## src/rtl/seg7_scan_ctrl.sv

```systemverilog
// Multiplexed 7-segment scan controller: double-buffered hex value, one digit
// per SCAN_DIV-cycle slot, emitting {segments, select} words for a serializer.
module seg7_scan_ctrl #(
    parameter int DIGITS   = 8,
    parameter int SCAN_DIV = 200
) (
    input  logic        Clk,
    input  logic        Rst,
    input  logic [31:0] Disp_data,
    input  logic [7:0]  Dp_mask,
    input  logic [7:0]  Blank_mask,
    input  logic        Wr_en,
    output logic [15:0] Data,
    output logic        S_EN,
    output logic [2:0]  Digit_idx,
    output logic        Frame_done,
    output logic        Pending
);

    localparam int               CNT_W    = (SCAN_DIV > 1) ? $clog2(SCAN_DIV) : 1;
    localparam logic [CNT_W-1:0] CNT_LAST = CNT_W'(SCAN_DIV - 1);
    localparam logic [2:0]       PTR_LAST = 3'(DIGITS - 1);

    // Active-low {g,f,e,d,c,b,a} pattern for a hex nibble.
    function automatic logic [6:0] hexseg(input logic [3:0] nib);
        logic [7:0] code;
        case (nib)
            4'h0: code = 8'hC0;
            4'h1: code = 8'hF9;
            4'h2: code = 8'hA4;
            4'h3: code = 8'hB0;
            4'h4: code = 8'h99;
            4'h5: code = 8'h92;
            4'h6: code = 8'h82;
            4'h7: code = 8'hF8;
            4'h8: code = 8'h80;
            4'h9: code = 8'h90;
            4'hA: code = 8'h88;
            4'hB: code = 8'h83;
            4'hC: code = 8'hC6;
            4'hD: code = 8'hA1;
            4'hE: code = 8'h86;
            default: code = 8'h8E;
        endcase
        return code[6:0];
    endfunction

    logic [CNT_W-1:0] scan_cnt_reg;
    logic [2:0]       digit_ptr_reg;
    logic [31:0]      shadow_data_reg, active_data_reg;
    logic [7:0]       shadow_dp_reg, active_dp_reg;
    logic [7:0]       shadow_blank_reg, active_blank_reg;
    logic             pending_reg;
    logic [15:0]      data_reg;
    logic             s_en_reg;
    logic [2:0]       digit_idx_reg;
    logic             frame_done_reg;

    logic        tick;
    logic        commit_now;
    logic [31:0] src_data;
    logic [7:0]  src_dp;
    logic [7:0]  src_blank;
    logic [15:0] word_tbl [8];
    logic [15:0] word_next;

    assign tick       = (scan_cnt_reg == CNT_LAST);
    assign commit_now = tick && (digit_ptr_reg == 3'd0) && pending_reg;

    // Digit 0 of a committing tick must already come from the new value.
    assign src_data  = commit_now ? shadow_data_reg  : active_data_reg;
    assign src_dp    = commit_now ? shadow_dp_reg    : active_dp_reg;
    assign src_blank = commit_now ? shadow_blank_reg : active_blank_reg;

    generate
        for (genvar gi = 0; gi < 8; gi++) begin : g_word
            localparam logic [7:0] SEL = ~(8'b1 << gi);
            if (gi < DIGITS) begin : g_live
                assign word_tbl[gi] = {src_blank[gi] ? 8'hFF
                                                     : {~src_dp[gi], hexseg(src_data[4*gi +: 4])},
                                       SEL};
            end else begin : g_unused
                assign word_tbl[gi] = 16'hFFFF;
            end
        end
    endgenerate

    assign word_next = word_tbl[digit_ptr_reg];

    always_ff @(posedge Clk) begin
        if (Rst) begin
            scan_cnt_reg     <= '0;
            digit_ptr_reg    <= 3'd0;
            shadow_data_reg  <= 32'd0;
            shadow_dp_reg    <= 8'd0;
            shadow_blank_reg <= 8'd0;
            active_data_reg  <= 32'd0;
            active_dp_reg    <= 8'd0;
            active_blank_reg <= 8'd0;
            pending_reg      <= 1'b0;
            data_reg         <= 16'hFFFF;
            s_en_reg         <= 1'b0;
            digit_idx_reg    <= 3'd0;
            frame_done_reg   <= 1'b0;
        end else begin
            s_en_reg       <= 1'b0;
            frame_done_reg <= 1'b0;
            scan_cnt_reg   <= tick ? '0 : scan_cnt_reg + CNT_W'(1);

            if (tick) begin
                data_reg       <= word_next;
                s_en_reg       <= 1'b1;
                digit_idx_reg  <= digit_ptr_reg;
                frame_done_reg <= (digit_ptr_reg == PTR_LAST);
                digit_ptr_reg  <= (digit_ptr_reg == PTR_LAST) ? 3'd0 : digit_ptr_reg + 3'd1;
                if (commit_now) begin
                    active_data_reg  <= shadow_data_reg;
                    active_dp_reg    <= shadow_dp_reg;
                    active_blank_reg <= shadow_blank_reg;
                    pending_reg      <= 1'b0;
                end
            end

            // A write on the commit edge lands after the old shadow was taken.
            if (Wr_en) begin
                shadow_data_reg  <= Disp_data;
                shadow_dp_reg    <= Dp_mask;
                shadow_blank_reg <= Blank_mask;
                pending_reg      <= 1'b1;
            end
        end
    end

    assign Data       = data_reg;
    assign S_EN       = s_en_reg;
    assign Digit_idx  = digit_idx_reg;
    assign Frame_done = frame_done_reg;
    assign Pending    = pending_reg;

endmodule

```

## config.mk

```make
export PLATFORM = sky130hd
export DESIGN_NAME = seg7_scan_ctrl
export DESIGN_NICKNAME = d
export VERILOG_FILES = /design/src/rtl/seg7_scan_ctrl.sv
export SDC_FILE = /design/constraint.sdc
export NUM_CORES = 1
export LEC_CHECK = 0
export BUFFER_PORTS_ARGS = -buffer_cell sky130_fd_sc_hd__buf_2
export CAP_MARGIN = 20
export CORE_AREA = 2 2 154 96
export DETAILED_ROUTE_END_ITERATION = 10
export DIE_AREA = 0 0 156 98
export HOLD_SLACK_MARGIN = 0.02
export PLACE_DENSITY = 0.8
export SLEW_MARGIN = 20
export SYNTH_ARGS = -nofsm -noshare
export SYNTH_HDL_FRONTEND = slang
export SYNTH_SLANG_ARGS = --single-unit
export TNS_END_PERCENT = 50
```

## constraint.sdc

```tcl
create_clock -name Clk -period 5.74 [get_ports Clk]
set_clock_uncertainty 0.1 [all_clocks]
set_input_delay 0.287 -clock Clk [delete_from_list [all_inputs] [get_ports Clk]]
set_output_delay 0.287 -clock Clk [all_outputs]
set_load 0.02 [all_outputs]
```

==> impl_results.md, run 1 <==
* Outcome: finished clean
* Pwr dens at 220 nW/um^2
* Die height at around 98 um
* Via Count at approximately 8k
* WP buf/inv at 3
* Critical path class: flop to flop
* Total CTS buffers at 17
* Worst endpoint required time at roughly 6 ns
* Ratio of cells with drive above 1 in the final layout at 0.128
* Net switching power figure at 0.541 mW
* Die W at about 160 um
* Syn nets at 1093
* Hold Path Depth at 3
* Total I/O pin count at 73
* Root Driver: clkbuf_16
* Core area at roughly 14000 um^2
* Fin crit share at 0.827
* Max VDD drop at 0.000183 V
* Largest net degree at the start of global routing at 74
* Setup_tns at 0 ns
* DR DRC count at 0
* Slowest CP cell: nor3_4
* Mapped Avg Cell Area at 8.47 um^2
* Initial antenna violation count at 0
* Starting Density at 0.592
* Gate count after technology mapping at a little under 1k
* CTS sink count at between 100 and 150
* Critical path, cell by cell: inv_1 -> ha_1 -> nand3b_1 -> nor3_4 -> buf_4 -> mux2i_1 -> inv_1 -> ha_1 -> and2_1 -> o21ai_0 -> a21oi_1 -> a211o_1 -> o211ai_1 -> a22oi_1
* Synth Warn # at 0
* GRT overflow at 0
* Int Power at around 1.6 mW
* Finished Cell Area at about 9700 um^2
* DRT Pass-1 Iters at 5
* FP Rows at 34
* Max-slew violations at 0
* Synth Register Bits at around 130
* GRT Total Usage at 0.314
* DR vias/cell at between 6 and 7
* Cell Area, Synth at between 8000 and 9000 um^2
* Crit-path leading delay family: simple AND/OR/NAND/NOR gates
* CTS max path bufs at 2
* Critical Path Start Type: flop
* Clock Latency Late Sink at ~0.42 ns
* Post-Place Cell Area at approximately 8700 um^2
* RSZ-0062 raised after global routing: false
* FF-to-FF setup slack at 0.99 ns
* Final instance count without filler cells at 1254
* GPL Wtd Cong at 1.02
* Die area at 15300 um^2
* Area leader, netlist: dfxtp_1
* Sw Share at 0.254
* Worst path max stage delay at approximately 0.71 ns
* Final nets at 1175
* Worst Hold Launch: Dp_mask[3]
* Hold endpoint: shadow_dp_reg[3]$_SDFFE_PP0P_
* Peak Freq at roughly 210 MHz
* Hold Fails Final Rpt at 0
* Post-synth EDFFs at 0
* Crit Path Max Fanout at 28
* Clock tree from TritonCTS: yes
* Crit Reg-Reg Startpoint: digit_ptr_reg[0]$_SDFFE_PP0N_
* Sequential power share at 0.446
* Ys flop type: dfxtp_1
* Minimum clock period at around 4.7 ns
* Power share of the combinational group at 0.059
* Crit. End Element: flop
* Slew headroom at 0.336
* Yosys top cell area share at 0.312
* Vias in the first global route at slightly above 7k
* # Post-CTS Setup Buffers at 0
* First-pass GRT wire length at ~38000 um
* Area Overhead vs Synth at 16.7%
* Post-CTS sizing at 0
* Max-cap viol count at 0
* Port Buffers at slightly above 70
* Leading post-synthesis cells by cell area: dfxtp_1 31%, mux2i_1 13%, ha_1 9.5%
* Clock-pin slew on the worst setup and hold paths at about 0.06 ns
* # setup viols final at 0
* ANT cells at 0
* Clock power frac at 0.495
* Post-detailed-route count of antenna-violating nets at 0
* Critical Path AT at a little under 5 ns
* Seq/Total Area, Yosys at 0.312
* Leakage at 4.12 nW
* Post-synth ARST share at 0
* DP HPWL at 16300 um
* DR WL/cell at roughly 19 um
* Path depth of the worst reg2reg path at 14
* FF-to-FF End: Data[11]$_SDFFE_PP1N_
* WL final at about 24000 um
* Hold Path Class: input port to flop
* Dpl cells at between 1k and 1.5k
* H-tree depth at 4
* WP depth at 14
* Worst-Margin Slew at 0.968 ns
* Netlist cell types at about 70
* Drt initial violations at 840
[Yosys cell counts, drive strengths merged, types with 5 or more instances]
cell type / instances
buf: 22
dfxtp: 129
nor4: 5
o221ai: 10
nor3: 7
nand4: 12
nor2b: 10
nor2: 151
nand3: 24
nor3b: 17
clkbuf: 39
and3: 5
nand2: 45
mux2: 12
nand3b: 11
nand2b: 32
or3: 7
o31ai: 9
or4: 5
a221oi: 9
a21o: 11
o22ai: 10
a21oi: 46
inv: 48
a211o: 7
ha: 63
o21a: 5
o211ai: 11
o21ai: 19
a31oi: 15
xor2: 5
and2: 6
a211oi: 10
mux2i: 111
[through the flow]
stage / util / total power, mW / setup slack [ns] / hold slack (ns)
floorplan: - / 1.03 / 1.13 / 0.330
global placement: 0.624 / 1.06 / 1.41 / 0.333
detailed placement: 0.624 / 1.07 / 1.17 / 0.343
CTS: 0.691 / 2.12 / 1.12 / 0.0202
global route: 0.691 / 2.18 / 0.722 / 0.0272
finish: 0.691 / 2.13 / 0.991 / 0.0227
[final cells by class]
type	count	area, um^2
Clock inverter	13	130
Fill cell	1079	4320
Timing Repair Buffer	124	848
Tap cell	180	225
Clock buffer	19	433
Inverter	48	180
Multi-Input combinational cell	741	5280
Sequential cell	129	2580
[worst reg2reg max path, cell delays in order (launching register included)]
cell and delay, ns:
dfxtp_1 0.54, inv_1 0.24, ha_1 0.24, nand3b_1 0.36, nor3_4 0.71, buf_4 0.52
mux2i_1 0.52, inv_1 0.19, ha_1 0.26, and2_1 0.16, o21ai_0 0.15, a21oi_1 0.09
a211o_1 0.30, o211ai_1 0.14, a22oi_1 0.10
[cells in the final DEF (no fill, tap or decap), types with 16 or more instances in the layout]
cell type	instances
dfxtp_1	129
mux2i_1	111
dlygate4sd3_1	38
nor3b_1	16
nand2_1	45
clkbuf_16	17
nand3_1	23
o21ai_0	19
ha_1	63
a21oi_1	46
inv_1	48
nor2_1	151
buf_2	71
nand2b_1	32
[power by group through the flow]
stage	sequential, mW	clock (mW)	combinational [mW]
after floorplan	0.953	0	0.0732
after CTS	0.946	1.05	0.122
final	0.947	1.05	0.125
after global routing	0.950	1.10	0.136
after detailed placement	0.965	0	0.103
after global placement	0.965	0	0.100
[worst max path at each step]
| stage | startpoint | endpoint | slack [ns] |
|---|---|---|---|
| 2_1_floorplan | digit_ptr_reg[1]$_SDFFE_PP0N_ | Data[8]$_SDFFE_PP1N_ | 1.13 |
| 3_3_place_gp | digit_ptr_reg[0]$_SDFFE_PP0N_ | Data[14]$_SDFFE_PP1N_ | 1.41 |
| 3_5_place_dp | digit_ptr_reg[0]$_SDFFE_PP0N_ | Data[8]$_SDFFE_PP1N_ | 1.17 |
| 4_1_cts | digit_ptr_reg[0]$_SDFFE_PP0N_ | Data[11]$_SDFFE_PP1N_ | 1.12 |
| 5_1_grt | digit_ptr_reg[0]$_SDFFE_PP0N_ | Data[11]$_SDFFE_PP1N_ | 0.72 |
| 6_report | digit_ptr_reg[0]$_SDFFE_PP0N_ | Data[11]$_SDFFE_PP1N_ | 0.99 |
[routing by layer]
layer  track usage  part of all wire  wire length, um  up-vias
met1         0.457              0.47            11200     3701
met3        0.0866              0.10             2450       45
met2         0.451              0.41             9830      395
met4        0.0939             0.021              497        0
li1              -                 -                -     3688
met5             0                 0                0        -
[logic make-up (layout without fill, tap and decap cells)]
logic type / count (synthesis) / count (layout) / synth area share
AND/OR/NAND/NOR: 342 / 342 / 0.202
flip-flops: 129 / 129 / 0.312
adder cells (fa/ha/maj): 63 / 63 / 0.0951
buffers and inverters: 109 / 204 / 0.0534
XOR/XNOR: 7 / 7 / 0.00740
AO/OA/AOI/OAI: 205 / 205 / 0.177
multiplexers: 124 / 124 / 0.153
[timing repair]
| action | in CTS | in global routing |
|---|---|---|
| endpoints found under the setup margin | 0 | 0 |
| endpoints found under the hold margin | 38 | 0 |
| hold buffers | 38 | 0 |
Power figures use the tool's default switching activity.
==> inputs of run 2 (changes only) <==
==> constraint.sdc (replaced) <==
create_clock -name Clk -period 4.5 [get_ports Clk]
set_clock_uncertainty 0.1 [all_clocks]
set_input_delay 0.225 -clock Clk [delete_from_list [all_inputs] [get_ports Clk]]
set_output_delay 0.225 -clock Clk [all_outputs]
set_load 0.02 [all_outputs]
==> impl_results.md, run 2 (synthesis gave the netlist of run 1 again) <==
* Largest net degree at the start of global routing at 67 (-9.5%)
* FP Rows at 34 (unchanged)
* Post-detailed-route count of antenna-violating nets at 0 (unchanged)
* Pwr dens at 271 nW/um^2 (+23%)
* H-tree depth at 4 (unchanged)
* Outcome: finished clean
* Commonest non-fill, non-tap cell in the layout: nor2_1
* Peak Freq at 255 MHz (+21%)
* Via Count at 7889 (+0.77%)
* Port Buffers at 72 (unchanged)
* Die area at 15300 um^2 (unchanged)
* RSZ-0062 raised after global routing: false
* Max-cap viol count at 0 (unchanged)
* Starting Density at 0.592 (unchanged)
* DR WL/cell at 18.6 um (-2.8%)
* Crit Path Max Fanout at 34 (+21%)
* First-pass GRT wire length at 38300 um (+0.56%)
* Clock tree from TritonCTS: yes
* GPL Wtd Cong at 0.985 (-3.1%)
* ANT cells at 0 (unchanged)
* Critical path class: flop to flop
* Commonest cells after routing, fill and taps aside: 151 x nor2_1, 129 x dfxtp_1, 110 x mux2i_1, 71 x buf_2, 63 x ha_1
* DP HPWL at 16200 um (-0.74%)
* CTS max path bufs at 2 (unchanged)
* Hold Slack at 0.222 ns (+0.199 ns)
* Total CTS buffers at 17 (unchanged)
* Leakage at 4.26 nW (+3.5%)
* Clock-pin slew on the worst setup and hold paths at 0.07 ns (about the same)
* Core area at 14000 um^2 (unchanged)
* WL final at 23800 um (-0.57%)
* Critical Path AT at 4.11 ns (-0.83 ns)
* Initial antenna violation count at 0 (unchanged)
* # Post-CTS Setup Buffers at 0 (unchanged)
* Minimum clock period at 3.93 ns (-0.823 ns)
* Critical Path Start Type: flop
* CTS sink count at 129 (unchanged)
* Die height at 98 um (unchanged)
* Drt initial violations at 882 (+5.0%)
* Max VDD drop at 0.000215 V (+17%)
* DR DRC count at 0 (unchanged)
* DRT Pass-1 Iters at 8 (+3)
* Final core utilization at 0.711 (+0.0195)
* Hold Path Class: input port to flop
* GRT Total Usage at 0.314 (about the same)
* Final instance count without filler cells at 1283 (+2.3%)
* Post-Place Cell Area at 8910 um^2 (+2.1%)
* Die W at 156 um (unchanged)
* # setup viols final at 0 (unchanged)
* Crit. End Element: flop
* Root Driver: clkbuf_16
* # fillers at 1038 (-3.8%)
* Post-route setup slack at 0.574 ns (-0.417 ns)
* Dpl cells at 1203 (+1.6%)
* Final nets at 1204 (+2.5%)
* Worst endpoint required time at 4.68 ns (-1.25 ns)
* Vias in the first global route at 7234 (-0.22%)
* Total I/O pin count at 73 (unchanged)
* Max-slew violations at 0 (unchanged)
* Slew headroom at 0.448 (+0.112)
* GRT overflow at 0 (unchanged)
* Clock Latency Late Sink at 0.43 ns (about the same)
* Setup_tns at 0 ns (unchanged)
* Area Overhead vs Synth at 20.0%
* Worst-Margin Slew at 0.823 ns (-0.146 ns)
* Hold Fails Final Rpt at 0 (unchanged)
* Pre-CTS setup slack at 0.713 ns (-0.453 ns)
* Fin crit share at 0.872 (+0.0451)
* Finished Cell Area at 9950 um^2 (+2.8%)
* Power Total at 2.70 mW (+27%)
* DR vias/cell at 6.15 (-1.5%)
* Ratio of cells with drive above 1 in the final layout at 0.144 (+0.0166)
==> run 2: timing repair <==
| item | in CTS | in global routing |
|---|---|---|
| gates resized for setup | 0 | 0 |
| setup endpoints to repair | 0 | 0 |
| endpoints found under the hold margin | 48 | 0 |
| hold buffers | 48 | 0 |
==> run 2: critical path, stage by stage, from the launching register on <==
cell and delay [ns]:
dfxtp_1 0.43, or3b_1 0.57, nor3_4 0.34, buf_12 0.26, mux2i_1 0.54, inv_1 0.21
ha_1 0.25, inv_1 0.09, a22o_1 0.14, o21bai_1 0.06, a2111oi_0 0.62, o22ai_1 0.14
==> run 2: final timing paths <==
path                                            startpoint                          endpoint  slack [ns]  cells past startpoint
worst min-delay path                                   Rst  shadow_data_reg[23]$_SDFFE_PP0P_        0.22                      2
worst max-delay path            scan_cnt_reg[2]$_SDFF_PP0_              Data[8]$_SDFFE_PP1N_        0.57                     11
worst max register to register  scan_cnt_reg[2]$_SDFF_PP0_              Data[8]$_SDFFE_PP1N_        0.57                     11
worst min register to register   Digit_idx[0]$_SDFFE_PP0N_         Digit_idx[0]$_SDFFE_PP0N_        0.36                      2
==> run 2: area by class of cell <==
cell class,instances,area [um^2],area share
Clock buffer,17,425,0.0428
Clock inverter,15,126,0.0127
Inverter,48,180,0.0181
Multi-Input combinational cell,741,5280,0.531
Sequential cell,129,2580,0.260
Tap cell,180,225,0.0226
Timing Repair Buffer,153,1130,0.113
==> run 2: layer usage <==
metal / part of all wire / up-vias / routed length (um) / GRT usage
li1: - / 3745 / - / -
met2: 0.41 / 484 / 9660 / 0.450
met3: 0.12 / 48 / 2870 / 0.0888
met4: 0.014 / 0 / 342 / 0.0762
met5: 0 / - / 0 / 0
met1: 0.46 / 3612 / 11000 / 0.464
==> run 2: power breakdown <==
group          total [mW]  switching [mW]  internal, mW
logic               0.171          0.0834        0.0874
clock network        1.32           0.596         0.721
registers            1.21          0.0383          1.17
==> inputs of run 3 (changes only) <==
--- a/config.mk
+++ b/config.mk
@@ -5,11 +5,13 @@
 export SDC_FILE = /design/constraint.sdc
 export NUM_CORES = 1
 export LEC_CHECK = 0
+export ABC_AREA = 1
 export BUFFER_PORTS_ARGS = -buffer_cell sky130_fd_sc_hd__buf_2
 export CAP_MARGIN = 20
-export CORE_AREA = 2 2 154 96
+export CORE_AREA = 2 2 148 92
 export DETAILED_ROUTE_END_ITERATION = 10
-export DIE_AREA = 0 0 156 98
+export DIE_AREA = 0 0 150 94
+export GPL_TIMING_DRIVEN = 1
 export HOLD_SLACK_MARGIN = 0.02
 export PLACE_DENSITY = 0.8
 export SLEW_MARGIN = 20
==> impl_results.md, run 3 <==
* Outcome: finished clean
* Fin crit share at 0.828 (-0.0443)
* Crit Path Max Fanout at 23 (-32%)
* Post-detailed-route count of antenna-violating nets at 0 (unchanged)
* Area Overhead vs Synth at 19.1%
* Crit. End Element: flop
* DR DRC count at 0 (unchanged)
* Root Driver: clkbuf_16
* Commonest cells after routing, fill and taps aside: 215 x nand2_1, 145 x nand3_1, 131 x inv_1, 129 x dfxtp_1, 129 x nor2_1
* Synth Warn # at 0 (unchanged)
* DR vias/cell at 5.57 (-9.4%)
* Final instance count without filler cells at 1376 (+7.2%)
* CTS max path bufs at 2 (unchanged)
* Port Buffers at 72 (unchanged)
* Worst endpoint required time at 4.71 ns (+0.03 ns)
* Clock Latency Late Sink at 0.43 ns (about the same)
* Cell Area, Synth at 7520 um^2 (-9.3%)
* Post-synth ARST share at 0 (unchanged)
* DR WL/cell at 16.1 um (-13%)
* Top cells by count, synth: 215 x nand2_1, 145 x nand3_1, 131 x inv_1, 129 x dfxtp_1, 129 x nor2_1
* Seq/Total Area, Yosys at 0.343 (+0.0318)
* Die height at 94 um (-4.1%)
* Post-CTS sizing at 0 (unchanged)
* Final core utilization at 0.708 (-0.00254)
* Synth Register Bits at 129 (unchanged)
* Top Usage Layer GRT: met1
* Gate count after technology mapping at 1097 (+12%)
* GPL Wtd Cong at 1.01 (+2.3%)
* Vias in the first global route at 6836 (-5.5%)
* Ratio of cells with drive above 1 in the final layout at 0.138 (-0.00651)
* Commonest non-fill, non-tap cell in the layout: nand2_1
* Yosys top cell area share at 0.343 (+0.0318)
* Ys flop type: dfxtp_1
* Area leader, netlist: dfxtp_1
* First-pass GRT wire length at 35400 um (-7.6%)
* Setup_tns at 0 ns (unchanged)
* Clock-pin slew on the worst setup and hold paths at 0.06 ns (about the same)
* Slew headroom at 0.379 (-0.0695)
* GRT overflow at 0 (unchanged)
* Clock tree from TritonCTS: yes
* Starting Density at 0.595 (+0.00228)
* H-tree depth at 4 (unchanged)
* M3 GR Usage at 0.0961 (+0.00735)
* Dpl cells at 1306 (+8.6%)
* # Post-CTS Setup Buffers at 0 (unchanged)
* Post-synth EDFFs at 0 (unchanged)
* Initial antenna violation count at 0 (unchanged)
* Met1 global-route usage at 0.486 (+0.0228)
* Drt initial violations at 879 (-0.34%)
* Hold Slack at 0.0238 ns (-0.198 ns)
* Total CTS buffers at 17 (unchanged)
* Pwr dens at 309 nW/um^2 (+14%)
* Die W at 150 um (-3.8%)
* Critical path class: flop to flop
* Via Count at 7665 (-2.8%)
* Hold Path Class: input port to flop
* Netlist cell types at 35 (-49%)
* FP Rows at 32 (-5.9%)
* Leading post-synthesis cells by cell area: dfxtp_1 34%, nand2_1 11%, ha_1 10%
* Most numerous cell in the Yosys netlist: nand2_1
* Critical Path AT at 3.94 ns (-0.17 ns)
* WL final at 22200 um (-7.0%)
* # setup viols final at 0 (unchanged)
* Minimum clock period at 3.73 ns (-0.199 ns)
* Final nets at 1307 (+8.6%)
* Critical Path Start Type: flop
* Total I/O pin count at 73 (unchanged)
* Largest net degree at the start of global routing at 63 (-6.0%)
* Core area at 12700 um^2 (-9.6%)
* GRT Total Usage at 0.326 (+0.0122)
* CTS sink count at 129 (unchanged)
* RSZ-0062 raised after global routing: false
* Max-slew violations at 0 (unchanged)
* Worst-Margin Slew at 0.930 ns (+0.108 ns)
* Mapped Avg Cell Area at 6.86 um^2 (-19%)
* DRT Pass-1 Iters at 7 (-1)
* Met2 usage at 0.448 (-0.00176)
* ANT cells at 0 (unchanged)
* DP HPWL at 15100 um (-6.9%)
* Die area at 14100 um^2 (-7.8%)
* Max-cap viol count at 0 (unchanged)
* Leakage at 4.21 nW (-1.3%)
* Peak Freq at 268 MHz (+5.3%)
* Syn nets at 1211 (+11%)
* Max VDD drop at 0.000237 V (+10%)
* Hold Fails Final Rpt at 0 (unchanged)
run 3: kinds of logic (layout without fill, tap and decap cells):
family | Yosys count | count (layout) | share of synthesized area
AOI/OAI and AO/OA | 175 | 175 | 0.133
buffers and inverters | 185 | 294 | 0.0995
adders and majority gates | 63 | 63 | 0.105
DFF | 129 | 129 | 0.343
xor gates and xnor gates | 1 | 1 | 0.00116
and+or+nand+nor | 544 | 544 | 0.319
run 3: critical path, cell delays in order (launching register included):
cell and delay, ns:
dfxtp_1 0.55, inv_1 0.26, ha_1 0.28, inv_1 0.07
nor2_2 0.05, nand3_4 0.27, buf_4 0.38, nor2_1 0.09
nor2_1 0.48, inv_1 0.17, ha_1 0.23, nand2_1 0.11
o21ai_0 0.09, nand2_1 0.06, nand3_1 0.08, nand3_1 0.11
nand2_1 0.08, nand2_1 0.07, a21oi_1 0.06
run 3: routing by layer:
metal,vias to the layer above,share of wire
li1,3740,-
met1,3489,0.48
met2,399,0.39
met3,37,0.11
met4,0,0.021
met5,-,0
run 3: worst paths after layout:
kind | from | endpoint | slack [ns] | depth (start not counted)
setup / recovery | digit_ptr_reg[0]$_SDFFE_PP0N_ | Data[13]$_SDFFE_PP1N_ | 0.77 | 18
hold / removal | Blank_mask[0] | shadow_blank_reg[0]$_SDFFE_PP0P_ | 0.02 | 3
setup reg to reg | digit_ptr_reg[0]$_SDFFE_PP0N_ | Data[13]$_SDFFE_PP1N_ | 0.77 | 18
hold reg to reg | scan_cnt_reg[0]$_SDFF_PP0_ | scan_cnt_reg[0]$_SDFF_PP0_ | 0.35 | 1
run 3: area by class of cell:
class | instances | area (um^2)
multi-input combinational | 783 | 4190
fill | 1123 | 3690
sequential | 129 | 2580
timing repair buffer | 122 | 843
inverter | 140 | 526
clock buffer | 19 | 443
tap | 170 | 213
clock inverter | 13 | 161
run 3: per-stage QoR:
stage / total power, mW / setup slack (ns) / area, um^2
3_3_place_gp: 1.32 / 1.08 / 7980
5_1_grt: 2.85 / 0.476 / 8960
6_report: 2.77 / 0.773 / 8960
3_5_place_dp: 1.33 / 0.895 / 7980
4_1_cts: 2.77 / 0.851 / 8960
2_1_floorplan: 1.28 / 1.29 / 7520
run 3: where the power goes:
group,switching [mW],total (mW),internal (mW)
clock,0.545,1.43,0.885
sequential,0.0169,1.19,1.18
combinational,0.0838,0.143,0.0596
run 3: repair_timing:
item / 4_1_cts / 5_1_grt
setup endpoints to repair: 0 / 0
hold buffers: 38 / 0
endpoints found under the hold margin: 38 / 0
